## src/rtl/apb_timer_pkg.sv

```systemverilog
// Shared definitions for the APB timer: register offsets, CTRL bit
// positions, FSM state encoding and a byte-lane write-merge helper.
package apb_timer_pkg;

    localparam logic [7:0] OFF_CTRL     = 8'h00;
    localparam logic [7:0] OFF_PRESCALE = 8'h04;
    localparam logic [7:0] OFF_COMPARE  = 8'h08;
    localparam logic [7:0] OFF_COUNT    = 8'h0C;
    localparam logic [7:0] OFF_STATUS   = 8'h10;

    localparam int CTRL_EN = 0;
    localparam int CTRL_AR = 1;
    localparam int CTRL_IE = 2;

    typedef enum logic [1:0] {
        APB_TIMER_IDLE = 2'd0,
        APB_TIMER_RUN  = 2'd1,
        APB_TIMER_DONE = 2'd2
    } timer_state_e;

    function automatic logic [31:0] merge_strb(
        input logic [31:0] old_val,
        input logic [31:0] wdata,
        input logic [3:0]  strb
    );
        logic [31:0] res;
        res = old_val;
        for (int b = 0; b < 4; b++) begin
            if (strb[b]) res[8*b +: 8] = wdata[8*b +: 8];
        end
        return res;
    endfunction

endpackage

```

## src/rtl/apb_timer_prescaler.sv

```systemverilog
// Clock divider: pulses tick_o for one cycle every prescale_i+1 cycles
// while run_i is high; clear_i restarts the division period.
// Ports: clk_i, arst_ni, run_i, clear_i, prescale_i[15:0] -> tick_o.
module apb_timer_prescaler (
    input  logic        clk_i,
    input  logic        arst_ni,
    input  logic        run_i,
    input  logic        clear_i,
    input  logic [15:0] prescale_i,
    output logic        tick_o
);

    logic [15:0] cnt_q;

    // >= keeps the divider from running away if prescale shrinks
    assign tick_o = run_i && (cnt_q >= prescale_i);

    always_ff @(posedge clk_i or negedge arst_ni) begin
        if (!arst_ni) begin
            cnt_q <= '0;
        end else if (clear_i || !run_i || tick_o) begin
            cnt_q <= '0;
        end else begin
            cnt_q <= cnt_q + 16'd1;
        end
    end

endmodule

```

## src/rtl/apb_timer.sv

```systemverilog
// APB timer: 32-bit up-counter with prescaler, compare match, one-shot or
// auto-reload, sticky W1C match flag and level irq_o = match & ie.
// Ports: clk_i, arst_ni, APB completer (psel/penable/paddr/pwrite/pwdata/
// pstrb -> pready/prdata/pslverr), irq_o.
// Build option: APB_TIMER_SLVERR_EN enables pslverr_o on unmapped
// offsets and on writes with all strobes low.
module apb_timer
    import apb_timer_pkg::*;
#(
    parameter int ADDR_WIDTH = 32,
    parameter int DATA_WIDTH = 32
) (
    input  logic                    clk_i,
    input  logic                    arst_ni,
    input  logic                    psel_i,
    input  logic                    penable_i,
    input  logic [ADDR_WIDTH-1:0]   paddr_i,
    input  logic                    pwrite_i,
    input  logic [DATA_WIDTH-1:0]   pwdata_i,
    input  logic [DATA_WIDTH/8-1:0] pstrb_i,
    output logic                    pready_o,
    output logic [DATA_WIDTH-1:0]   prdata_o,
    output logic                    pslverr_o,
    output logic                    irq_o
);

    if (DATA_WIDTH != 32) begin : g_dw_check
        $fatal(1, "apb_timer: DATA_WIDTH must be 32");
    end

    timer_state_e state_q, state_d;
    logic [2:0]   ctrl_q;
    logic [15:0]  prescale_q;
    logic [31:0]  compare_q;
    logic [31:0]  count_q;
    logic         match_q;

    logic [7:0] offs;
    logic       access, err, wr_en, rd_en;
    logic       wr_ctrl, wr_prescale, wr_compare, wr_count, wr_status;
    logic       en_wr, run, tick, hit, pre_clear;

    // Only offset bits [7:2] take part in decode
    logic unused_addr;
    assign unused_addr = ^{paddr_i[ADDR_WIDTH-1:8], paddr_i[1:0]};

    assign offs   = {paddr_i[7:2], 2'b00};
    assign access = psel_i && penable_i;

`ifdef APB_TIMER_SLVERR_EN
    logic unmapped;
    assign unmapped = paddr_i[7:2] > 6'd4;
    assign err = access && (unmapped || (pwrite_i && (pstrb_i == '0)));
`else
    assign err = 1'b0;
`endif

    assign wr_en = access && pwrite_i && !err;
    assign rd_en = access && !pwrite_i && !err;

    assign wr_ctrl     = wr_en && (offs == OFF_CTRL);
    assign wr_prescale = wr_en && (offs == OFF_PRESCALE);
    assign wr_compare  = wr_en && (offs == OFF_COMPARE);
    assign wr_count    = wr_en && (offs == OFF_COUNT);
    assign wr_status   = wr_en && (offs == OFF_STATUS);

    assign en_wr = wr_ctrl && pstrb_i[0];
    assign run   = (state_q == APB_TIMER_RUN);
    assign hit   = run && tick && (count_q == compare_q);

    assign pre_clear = wr_prescale ||
                       ((state_q != APB_TIMER_RUN) &&
                        (state_d == APB_TIMER_RUN));

    apb_timer_prescaler u_prescaler (
        .clk_i      (clk_i),
        .arst_ni    (arst_ni),
        .run_i      (run),
        .clear_i    (pre_clear),
        .prescale_i (prescale_q),
        .tick_o     (tick)
    );

    // A CTRL.en write always wins over the one-shot stop
    always_comb begin
        state_d = state_q;
        unique case (state_q)
            APB_TIMER_IDLE: begin
                if (en_wr && pwdata_i[CTRL_EN]) state_d = APB_TIMER_RUN;
            end
            APB_TIMER_RUN: begin
                if (en_wr) begin
                    state_d = pwdata_i[CTRL_EN] ? APB_TIMER_RUN
                                                : APB_TIMER_IDLE;
                end else if (hit && !ctrl_q[CTRL_AR]) begin
                    state_d = APB_TIMER_DONE;
                end
            end
            APB_TIMER_DONE: begin
                if (en_wr) begin
                    state_d = pwdata_i[CTRL_EN] ? APB_TIMER_RUN
                                                : APB_TIMER_IDLE;
                end
            end
            default: state_d = APB_TIMER_IDLE;
        endcase
    end

    always_ff @(posedge clk_i or negedge arst_ni) begin
        if (!arst_ni) begin
            state_q <= APB_TIMER_IDLE;
        end else begin
            state_q <= state_d;
        end
    end

    always_ff @(posedge clk_i or negedge arst_ni) begin
        if (!arst_ni) begin
            ctrl_q     <= '0;
            prescale_q <= '0;
            compare_q  <= '0;
            count_q    <= '0;
            match_q    <= 1'b0;
        end else begin
            if (en_wr) begin
                ctrl_q <= pwdata_i[2:0];
            end else if (hit && !ctrl_q[CTRL_AR]) begin
                ctrl_q[CTRL_EN] <= 1'b0;
            end

            if (wr_prescale) begin
                if (pstrb_i[0]) prescale_q[7:0]  <= pwdata_i[7:0];
                if (pstrb_i[1]) prescale_q[15:8] <= pwdata_i[15:8];
            end

            if (wr_compare) begin
                compare_q <= merge_strb(compare_q, pwdata_i, pstrb_i);
            end

            // Software load of COUNT overrides the tick update
            if (wr_count) begin
                count_q <= merge_strb(count_q, pwdata_i, pstrb_i);
            end else if (hit) begin
                if (ctrl_q[CTRL_AR]) count_q <= '0;
            end else if (run && tick) begin
                count_q <= count_q + 32'd1;
            end

            // Hardware set beats a same-cycle W1C
            if (hit) begin
                match_q <= 1'b1;
            end else if (wr_status && pstrb_i[0] && pwdata_i[0]) begin
                match_q <= 1'b0;
            end
        end
    end

    always_comb begin
        prdata_o = '0;
        if (rd_en) begin
            unique case (1'b1)
                (offs == OFF_CTRL):     prdata_o = {29'd0, ctrl_q};
                (offs == OFF_PRESCALE): prdata_o = {16'd0, prescale_q};
                (offs == OFF_COMPARE):  prdata_o = compare_q;
                (offs == OFF_COUNT):    prdata_o = count_q;
                (offs == OFF_STATUS):   prdata_o = {31'd0, match_q};
                default:                prdata_o = '0;
            endcase
        end
    end

    assign pready_o  = 1'b1;
    assign pslverr_o = err;
    assign irq_o     = match_q && ctrl_q[CTRL_IE];

endmodule

```

## config.mk

```make
export PLATFORM = sky130hd
export DESIGN_NAME = apb_timer
export DESIGN_NICKNAME = d
export VERILOG_FILES = /design/src/rtl/apb_timer_pkg.sv /design/src/rtl/apb_timer_prescaler.sv /design/src/rtl/apb_timer.sv
export SDC_FILE = /design/constraint.sdc
export NUM_CORES = 1
export LEC_CHECK = 0
export ABC_CLOCK_PERIOD_IN_PS = 3600
export CORE_ASPECT_RATIO = 0.75
export CORE_MARGIN = 8
export CORE_UTILIZATION = 35
export DETAILED_ROUTE_END_ITERATION = 7
export HOLD_SLACK_MARGIN = 0.05
export PLACE_DENSITY = 0.54
export RECOVER_POWER = 100
export SYNTH_ARGS = -nofsm -noshare
export SYNTH_HDL_FRONTEND = slang
export SYNTH_SLANG_ARGS = --single-unit
```

## constraint.sdc

```tcl
create_clock -name clk_i -period 3.6 [get_ports clk_i]
set_clock_uncertainty 0.1 [all_clocks]
set_input_delay 0.72 -clock clk_i [delete_from_list [all_inputs] [get_ports clk_i]]
set_output_delay 0.72 -clock clk_i [all_outputs]
set_load 0.01 [all_outputs]
```

## Word level (Yosys, flattened, before mapping)

Cells that the tools add are included.

| storage, ports and cells | value |
|---|---|
| bits in registers | 102 |
| input bits | 73 |
| output and inout port bits | 35 |

| operators by class | value |
|---|---|
| add/sub/neg operators | 2 |
| $lt $le $gt $ge | 1 |
| equal/unequal tests | 14 |
| mux-type cells | 21 |
| reduce and logical (&&, ||, !) cells | 39 |

Operators with widths:

| cell | number |
|---|---|
| $mux 32 | 5 |
| $pmux 32 s5 | 1 |
| $add 32x1->32 const B | 1 |
| $eq 32x32->1 | 1 |
| $mux 8 | 4 |
| $logic_and 1x1->1 | 18 |
| $add 16x1->16 const B | 1 |
| $ge 16x16->1 | 1 |
| $mux 16 | 1 |
| $eq 6x2->1 const B | 2 |
| $reduce_and 2->1 | 6 |
| $reduce_and 3->1 | 4 |
| $logic_not 8->1 | 1 |
| $mux 2 | 4 |
| $ne 2x2->1 const B | 4 |
| $eq 6x1->1 const B | 1 |
| $eq 6x3->1 const B | 1 |
| $pmux 2 s3 | 1 |
| $mux 1 | 5 |
| $eq 2x1->1 const B | 2 |
| $reduce_bool 2->1 | 2 |
| $logic_not 1->1 | 3 |
| $logic_or 1x1->1 | 3 |
| $ne 3x3->1 const B | 1 |
| 4 further kinds | 4 |

## Longest topological paths before layout

Gate-level depths: netlist of the first run.

| logic depth | value |
|---|---|
| depth after elaboration | 14 |
| mapped depth | 10 |
| depth with buffers taken out | 9 |

## Hierarchy

Synthesis of the first run repeated with hierarchy kept, for this count alone.

| unflattened totals | value |
|---|---|
| cell total of the unflattened synthesis | 715 |
| area, all modules | 6844.1 um^2 |

By module, submodules not included:

| module | instances | cells an instance | area an instance (um^2) |
|---|---|---|---|
| apb_timer | 1 | 582 | 5555.3 |
| apb_timer_prescaler | 1 | 133 | 1288.7 |

## Worst setup path after synthesis of the first run

OpenSTA, ideal clock, no wires.

| timing path | value |
|---|---|
| path type | input-to-output |
| from | input paddr_i[2] |
| to | output prdata_o[10] |
| data arrival time | 2.112 ns |
| data required time | 2.780 ns |
| path slack | 0.668 ns |
| cell stages on the path | 9 |
| cell sequence | buf_2 -> nor2_1 -> nand3_1 -> inv_1 -> o21ai_1 -> inv_1 -> nand2_1 -> clkbuf_1 -> nor2_1 |

| between the ends | value |
|---|---|
| longest elaborated chain between the ends | 3 |
| elaborated cells on any way between the ends | 7 |
| classes of those cells | eq/ne (4); mux (2); reduce/logical (1) |

RTL lines:

| item | RTL line | text |
|---|---|---|
| start: declaration | apb_timer.sv:17 | `input logic [ADDR_WIDTH-1:0] paddr_i,` |
| $eq 6x3->1 (tied with other cells) | apb_timer.sv:166 | `(offs == OFF_STATUS): prdata_o = {31'd0, match_q};` |
| $pmux 32 s5 (*) | apb_timer.sv:161 | `unique case (1'b1)` |
| $mux 32 (*) | apb_timer.sv:160 | `if (rd_en) begin` |
| end: declaration | apb_timer.sv:22 | `output logic [DATA_WIDTH-1:0] prdata_o,` |

Mark *: on every way between the ends. The rest lies on a longest branch, timed or not.

## Worst setup path after layout of the first run

| timing path | value |
|---|---|
| from | input paddr_i[6] |
| to | output prdata_o[13] |

The elaborated chain is that of the path after synthesis.

==> results of run 1 <==
cell usage after synthesis (5+ instances only):
library cell / number
dfrtp_1: 102
nor2_1: 66
mux2_2: 61
inv_1: 53
nand2_1: 47
xor2_1: 41
a21oi_1: 40
a22oi_1: 32
nand3_1: 30
o22ai_1: 29
nor3_1: 23
ha_1: 18
buf_2: 12
clkbuf_1: 11
nor4_1: 11
and3_1: 10
a21boi_0: 9
buf_4: 9
nand4_1: 9
or3_1: 8
o21ai_0: 7
a21boi_1: 5
nand2_2: 5
o31a_1: 5
xnor2_1: 5
per-layer routing:
metal | global-route usage, % | vias up
met5 | 0 | -
met4 | 4.36 | 0
met3 | 3.99 | 18
met2 | 24.6 | 167
met1 | 24.6 | 2761
li1 | - | 2677
through the flow:
stage / worst slack (ps) / instance area [um2] / instances
after floorplan: 668 / 6560 / 708
after global placement: -35.5 / 7700 / 1020
after detailed placement: -41.9 / 7700 / 1020
after CTS: 0.243 / 7980 / 1037
after global routing: 64.0 / 7890 / 1039
final: 167 / 7890 / 1039
final timing paths:
check                                   startpoint                              to
min reg2reg                  ctrl_q[2]$_DFFE_PN0P_           ctrl_q[2]$_DFFE_PN0P_
min in group asynchronous                  arst_ni       compare_q[18]$_DFFE_PN0P_
max reg2reg                count_q[28]$_DFFE_PN0P_         count_q[13]$_DFFE_PN0P_
max in group asynchronous                  arst_ni  u_prescaler.cnt_q[2]$_DFF_PN0_
max                                     paddr_i[6]                    prdata_o[13]
min                          ctrl_q[2]$_DFFE_PN0P_           ctrl_q[2]$_DFFE_PN0P_
power by group through the flow:
stage | clock (uW) | sequential, uW | combinational [uW]
after detailed placement | 0 | 1510 | 991
final | 974 | 1500 | 1000
after global routing | 1040 | 1520 | 1120
after global placement | 0 | 1510 | 983
after CTS | 997 | 1490 | 1000
after floorplan | 0 | 1430 | 728
flip-flops by register name, summed over array words and instances, names as in the netlist:
| name | cells |
|---|---|
| match_q | 1 |
| ctrl_q | 3 |
| compare_q | 32 |
| u_prescaler.cnt_q | 16 |
| prescale_q | 16 |
| state_q | 2 |
| count_q | 32 |
timing repair:
item                                   in CTS  in global routing
resized for setup                          15                 16
setup endpoints to repair                  15                 15
hold buffers                                1                  0
pin swaps                                   0                  3
setup buffers                               0                  2
endpoints found under the hold margin       1                  0
critical path, stage by stage:
cell	delay [ps]
clkdlybuf4s50_1	460
nor4_4	410
clkbuf_4	210
buf_4	130
nand2_1	90
buf_12	160
nor2_1	110
clkdlybuf4s25_1	320
cell type report:
| type | count | area [um2] |
|---|---|---|
| Clock buffer | 13 | 270 |
| Clock inverter | 3 | 17.5 |
| Fill cell | 1805 | 10500 |
| Inverter | 53 | 199 |
| Multi-Input combinational cell | 519 | 3590 |
| Sequential cell | 102 | 2550 |
| Tap cell | 247 | 309 |
| Timing Repair Buffer | 102 | 946 |
kinds of logic (layout without fill, tap and decap cells):
kind of cell,count (synthesis),after routing,share of synthesized area [%]
and+or+nand+nor,236,236,18.3
AOI/OAI and AO/OA,153,153,15.9
DFF,102,102,38.9
buffers and inverters,87,171,5.84
muxes,64,64,11.3
xor gates and xnor gates,46,46,6.15
adders and majority gates,18,18,3.44
other,2,2,0.115
==> flow_metrics.tcl, run 1 <==
set metrics [dict create \
    hold_viol_final 0 \
    synth_top_area_share_pct 38.9 \
    root_buffer "clkbuf_16" \
    setup_viol 0 \
    grtUsageTotal_pct 16.9 \
    achievable-frequency_ghz 0.291 \
    met2_length_mm 8.44 \
    route.met3.wl_mm 1.05 \
    syn_inst 708 \
    drv_slew 0 \
    p_seq_share_pct 43.1 \
    min_path_type "reg -> reg" \
    rows 43 \
    numCtsBuffers 9 \
    path_max_fanout 13 \
    core-area_um2 18400 \
    numClockSinks 102 \
    clockPowerShare_pct 28.1 \
    grt_pass1_wl_mm 31.5 \
    fin_nets 878 \
    finalCritPeriodShare_pct 95.4 \
    ir_drop_mv 0.248 \
    final_common_cell "dfrtp_1" \
    status "completed" \
    antenna_found_initial 0 \
    yosys_register_bits 102 \
    utilization_pct 42.9 \
    syn_nets 799 \
    dieArea_um2 23400 \
    synth_edf_count 0 \
    dr.first_iter.drc_count 461 \
    synth.cell_area_um2 6560 \
    die_y_um 135 \
    highest_layer "met4" \
    setup.worst_path.start_class "input port" \
    n_antenna_cell 0 \
    wl_per_cell_um 18.9 \
    synth_top_cell_by_area "dfrtp_1" \
    power_switching_uw 1260 \
    rrSetupSlack_ps 330 \
    area_growth_pct 20.3 \
    tightest_slew_ps 1460 \
    yosysWarnings 0 \
    cts_tree "built" \
    initial_core_util_pct 35.6 \
    vias_per_cell 5.41 \
    switching_share_pct 36.3 \
    required_ps 2780 \
    clk_latency_ps 360 \
    dp_hpwl_mm 14.9 \
    ios 108 \
    h-tree-depth 3 \
    clk_path_buf_depth 2 \
    pwr-share-comb_pct 28.8 \
    p_int_uw 2210 \
    grt_max_degree 102 \
    synth_ff_type "dfrtp_1" \
    grt_pass1_vias 5629 \
    vias 5623 \
    io_buffer_count 79 \
    maxSlewHeadroom_pct 2.57 \
    synth.distinct_cells 61 \
    routed_wl_mm 19.6 \
    cp-end-kind "primary output" \
    power.total_uw 3470 \
    hold_depth 2 \
    synth_top_cells_by_area "dfrtp_1 (39%), mux2_2 (10%), xor2_1 (5.5%)" \
    yosysSeqAreaShare_pct 38.9 \
    ys_async_sr_fraction_pct 100 \
    cap_viol_max_count 0 \
    rr_worst_depth 7 \
    p_leak_uw 0.00340 \
    place.gp.congestion 0.882 \
    criticalPathCategory "in -> out" \
    grt_overflow 0 \
    tns_ps 0 \
    holdWs_ps 398 \
    route.detailed.drc 0 \
    fin_crit_ps 3430 \
    ant_nets 0 \
    final_cell_mix "dfrtp_1 (102), nor2_1 (68), mux2_2 (61), inv_1 (53), nand2_1 (51)" \
    drive_above_1_share_pct 14.6 \
    avgSynthCellArea_um2 9.26 \
    die_w_um 174 \
    met1_length_mm 9.89 \
    clk_pin_slew_worst_paths_ps 70 \
    rsz0062_at_grt "no" \
    power_density_nw_per_um2 440 \
    cp.arrival_ps 2610 \
    drt_first_pass_iters 5 \
]
(Power assumes the default switching activity.)
==> run 2, diff against run 1 <==
Settings changed: CTS_BUF_LIST from default to sky130_fd_sc_hd__clkbuf_16.
==> flow_metrics.tcl, run 2 (same netlist as run 1, synthesis figures left out) <==
set metrics [dict create \
    cts_tree "built" \
    cp-end-kind "primary output" \
    ios 108 \
    rsz0062_at_grt "no" \
    io_buffer_count 79 \
    clk_path_buf_depth 2 \
    routed_wl_mm 19.6 \
    status "completed" \
    grtUsageTotal_pct 16.9 \
    ir_drop_mv 0.246 \
    min_path_type "reg -> reg" \
    initial_core_util_pct 35.6 \
    criticalPathCategory "in -> out" \
    path_max_fanout 13 \
    dieArea_um2 23400 \
    dr.first_iter.drc_count 442 \
    achievable-frequency_ghz 0.292 \
    maxSlewHeadroom_pct 2.16 \
    setup.worst_path.start_class "input port" \
    vias 5629 \
    utilization_pct 42.6 \
    place.gp.congestion 0.882 \
    cap_viol_max_count 0 \
    tightest_slew_ps 1470 \
    wl_per_cell_um 18.9 \
    rows 43 \
    drive_above_1_share_pct 14.1 \
    die_w_um 174 \
    hold_viol_final 0 \
    finalCritPeriodShare_pct 95.1 \
    p_leak_uw 0.00339 \
    grt_max_degree 102 \
    numClockSinks 102 \
    root_buffer "clkbuf_16" \
    area_growth_pct 19.6 \
    grt_pass1_wl_mm 31.5 \
    clk_latency_ps 360 \
    drt_first_pass_iters 6 \
    setup_viol 0 \
    fin_crit_ps 3420 \
    antenna_found_initial 0 \
    final_cell_mix "dfrtp_1 (102), nor2_1 (68), mux2_2 (61), inv_1 (54), nand2_1 (51)" \
    route.detailed.drc 0 \
    ant_nets 0 \
    cp.arrival_ps 2600 \
    h-tree-depth 3 \
    clk_pin_slew_worst_paths_ps 70 \
    core-area_um2 18400 \
    final_common_cell "dfrtp_1" \
    reg_top3 "compare_q (32), count_q (32)" \
    dp_hpwl_mm 14.9 \
    n_antenna_cell 0 \
    fin_nets 878 \
    die_y_um 135 \
    grt_pass1_vias 5644 \
    tns_ps 0 \
    drv_slew 0 \
    required_ps 2780 \
    power_density_nw_per_um2 433 \
    numCtsBuffers 9 \
    vias_per_cell 5.42 \
    grt_overflow 0 \
]
-- run 2: cell types whose count changed in the layout (fill, tap and decap cells not counted), sizes merged --
cell    previous run  this run
clkbuf            28        24
clkinv             2         5
inv               53        54
-- run 2: through the flow --
stage                     cells  hold slack [ps]  worst slack (ps)  cell area (um2)  total power [uW]
after floorplan             708              324               668             6560              2150
after global placement     1020              389             -35.5             7700              2490
after global routing       1039              441              64.0             7840              3610
after CTS                  1037              396             0.243             7950              3420
after detailed placement   1020              382             -41.9             7700              2500
final                      1039              399               177             7840              3400
-- run 2: path summary, 6_finish.rpt --
path / endpoint / cells past startpoint / slack, ps / start
max: prdata_o[13] / 8 / 180 / paddr_i[6]
min: ctrl_q[2]$_DFFE_PN0P_ / 2 / 400 / ctrl_q[2]$_DFFE_PN0P_
max reg2reg: count_q[13]$_DFFE_PN0P_ / 7 / 440 / count_q[28]$_DFFE_PN0P_
min reg2reg: ctrl_q[2]$_DFFE_PN0P_ / 2 / 400 / ctrl_q[2]$_DFFE_PN0P_
max in group asynchronous: u_prescaler.cnt_q[0]$_DFF_PN0_ / 3 / 1180 / arst_ni
min in group asynchronous: compare_q[18]$_DFFE_PN0P_ / 2 / 570 / arst_ni
-- run 2: routing by layer --
metal,up-vias,track usage [%],wire (um)
li1,2677,-,-
met1,2749,24.6,9790
met2,183,24.7,8410
met3,20,3.99,1160
met4,0,4.36,235
met5,-,0,0
-- run 2: power breakdown --
group	switching (uW)	internal, uW	total [uW]
combinational	590	409	1000
clock	444	458	902
sequential	220	1280	1500
-- run 2: timing repair --
item,4_1_cts,5_1_grt
setup buffers,0,2
gates cloned,0,0
resized for setup,15,16
pin swaps,0,3
hold endpoints to repair,1,0
setup endpoints to repair,15,15
hold buffers,1,0
-- run 2: layout make-up --
class                      count  area (um2)
fill                        1815       10600
clock inverter                 7        32.5
tap                          247         309
sequential                   102        2550
inverter                      53         199
clock buffer                   9         225
multi-input combinational    519        3580
timing repair buffer         102         946
-- run 2: critical path, cell delays in order --
cell             delay, ps
clkdlybuf4s50_1        460
nor4_4                 410
clkbuf_4               210
buf_4                  130
nand2_1                 80
buf_12                 160
nor2_1                 110
clkdlybuf4s25_1        320
==> run 3, diff against run 2 <==
Settings changed: ABC_AREA from default to 0, SLEW_MARGIN from default to 20.
==> results of run 3 <==
The final DEF is identical to that of run 2; final timing and power are the same.
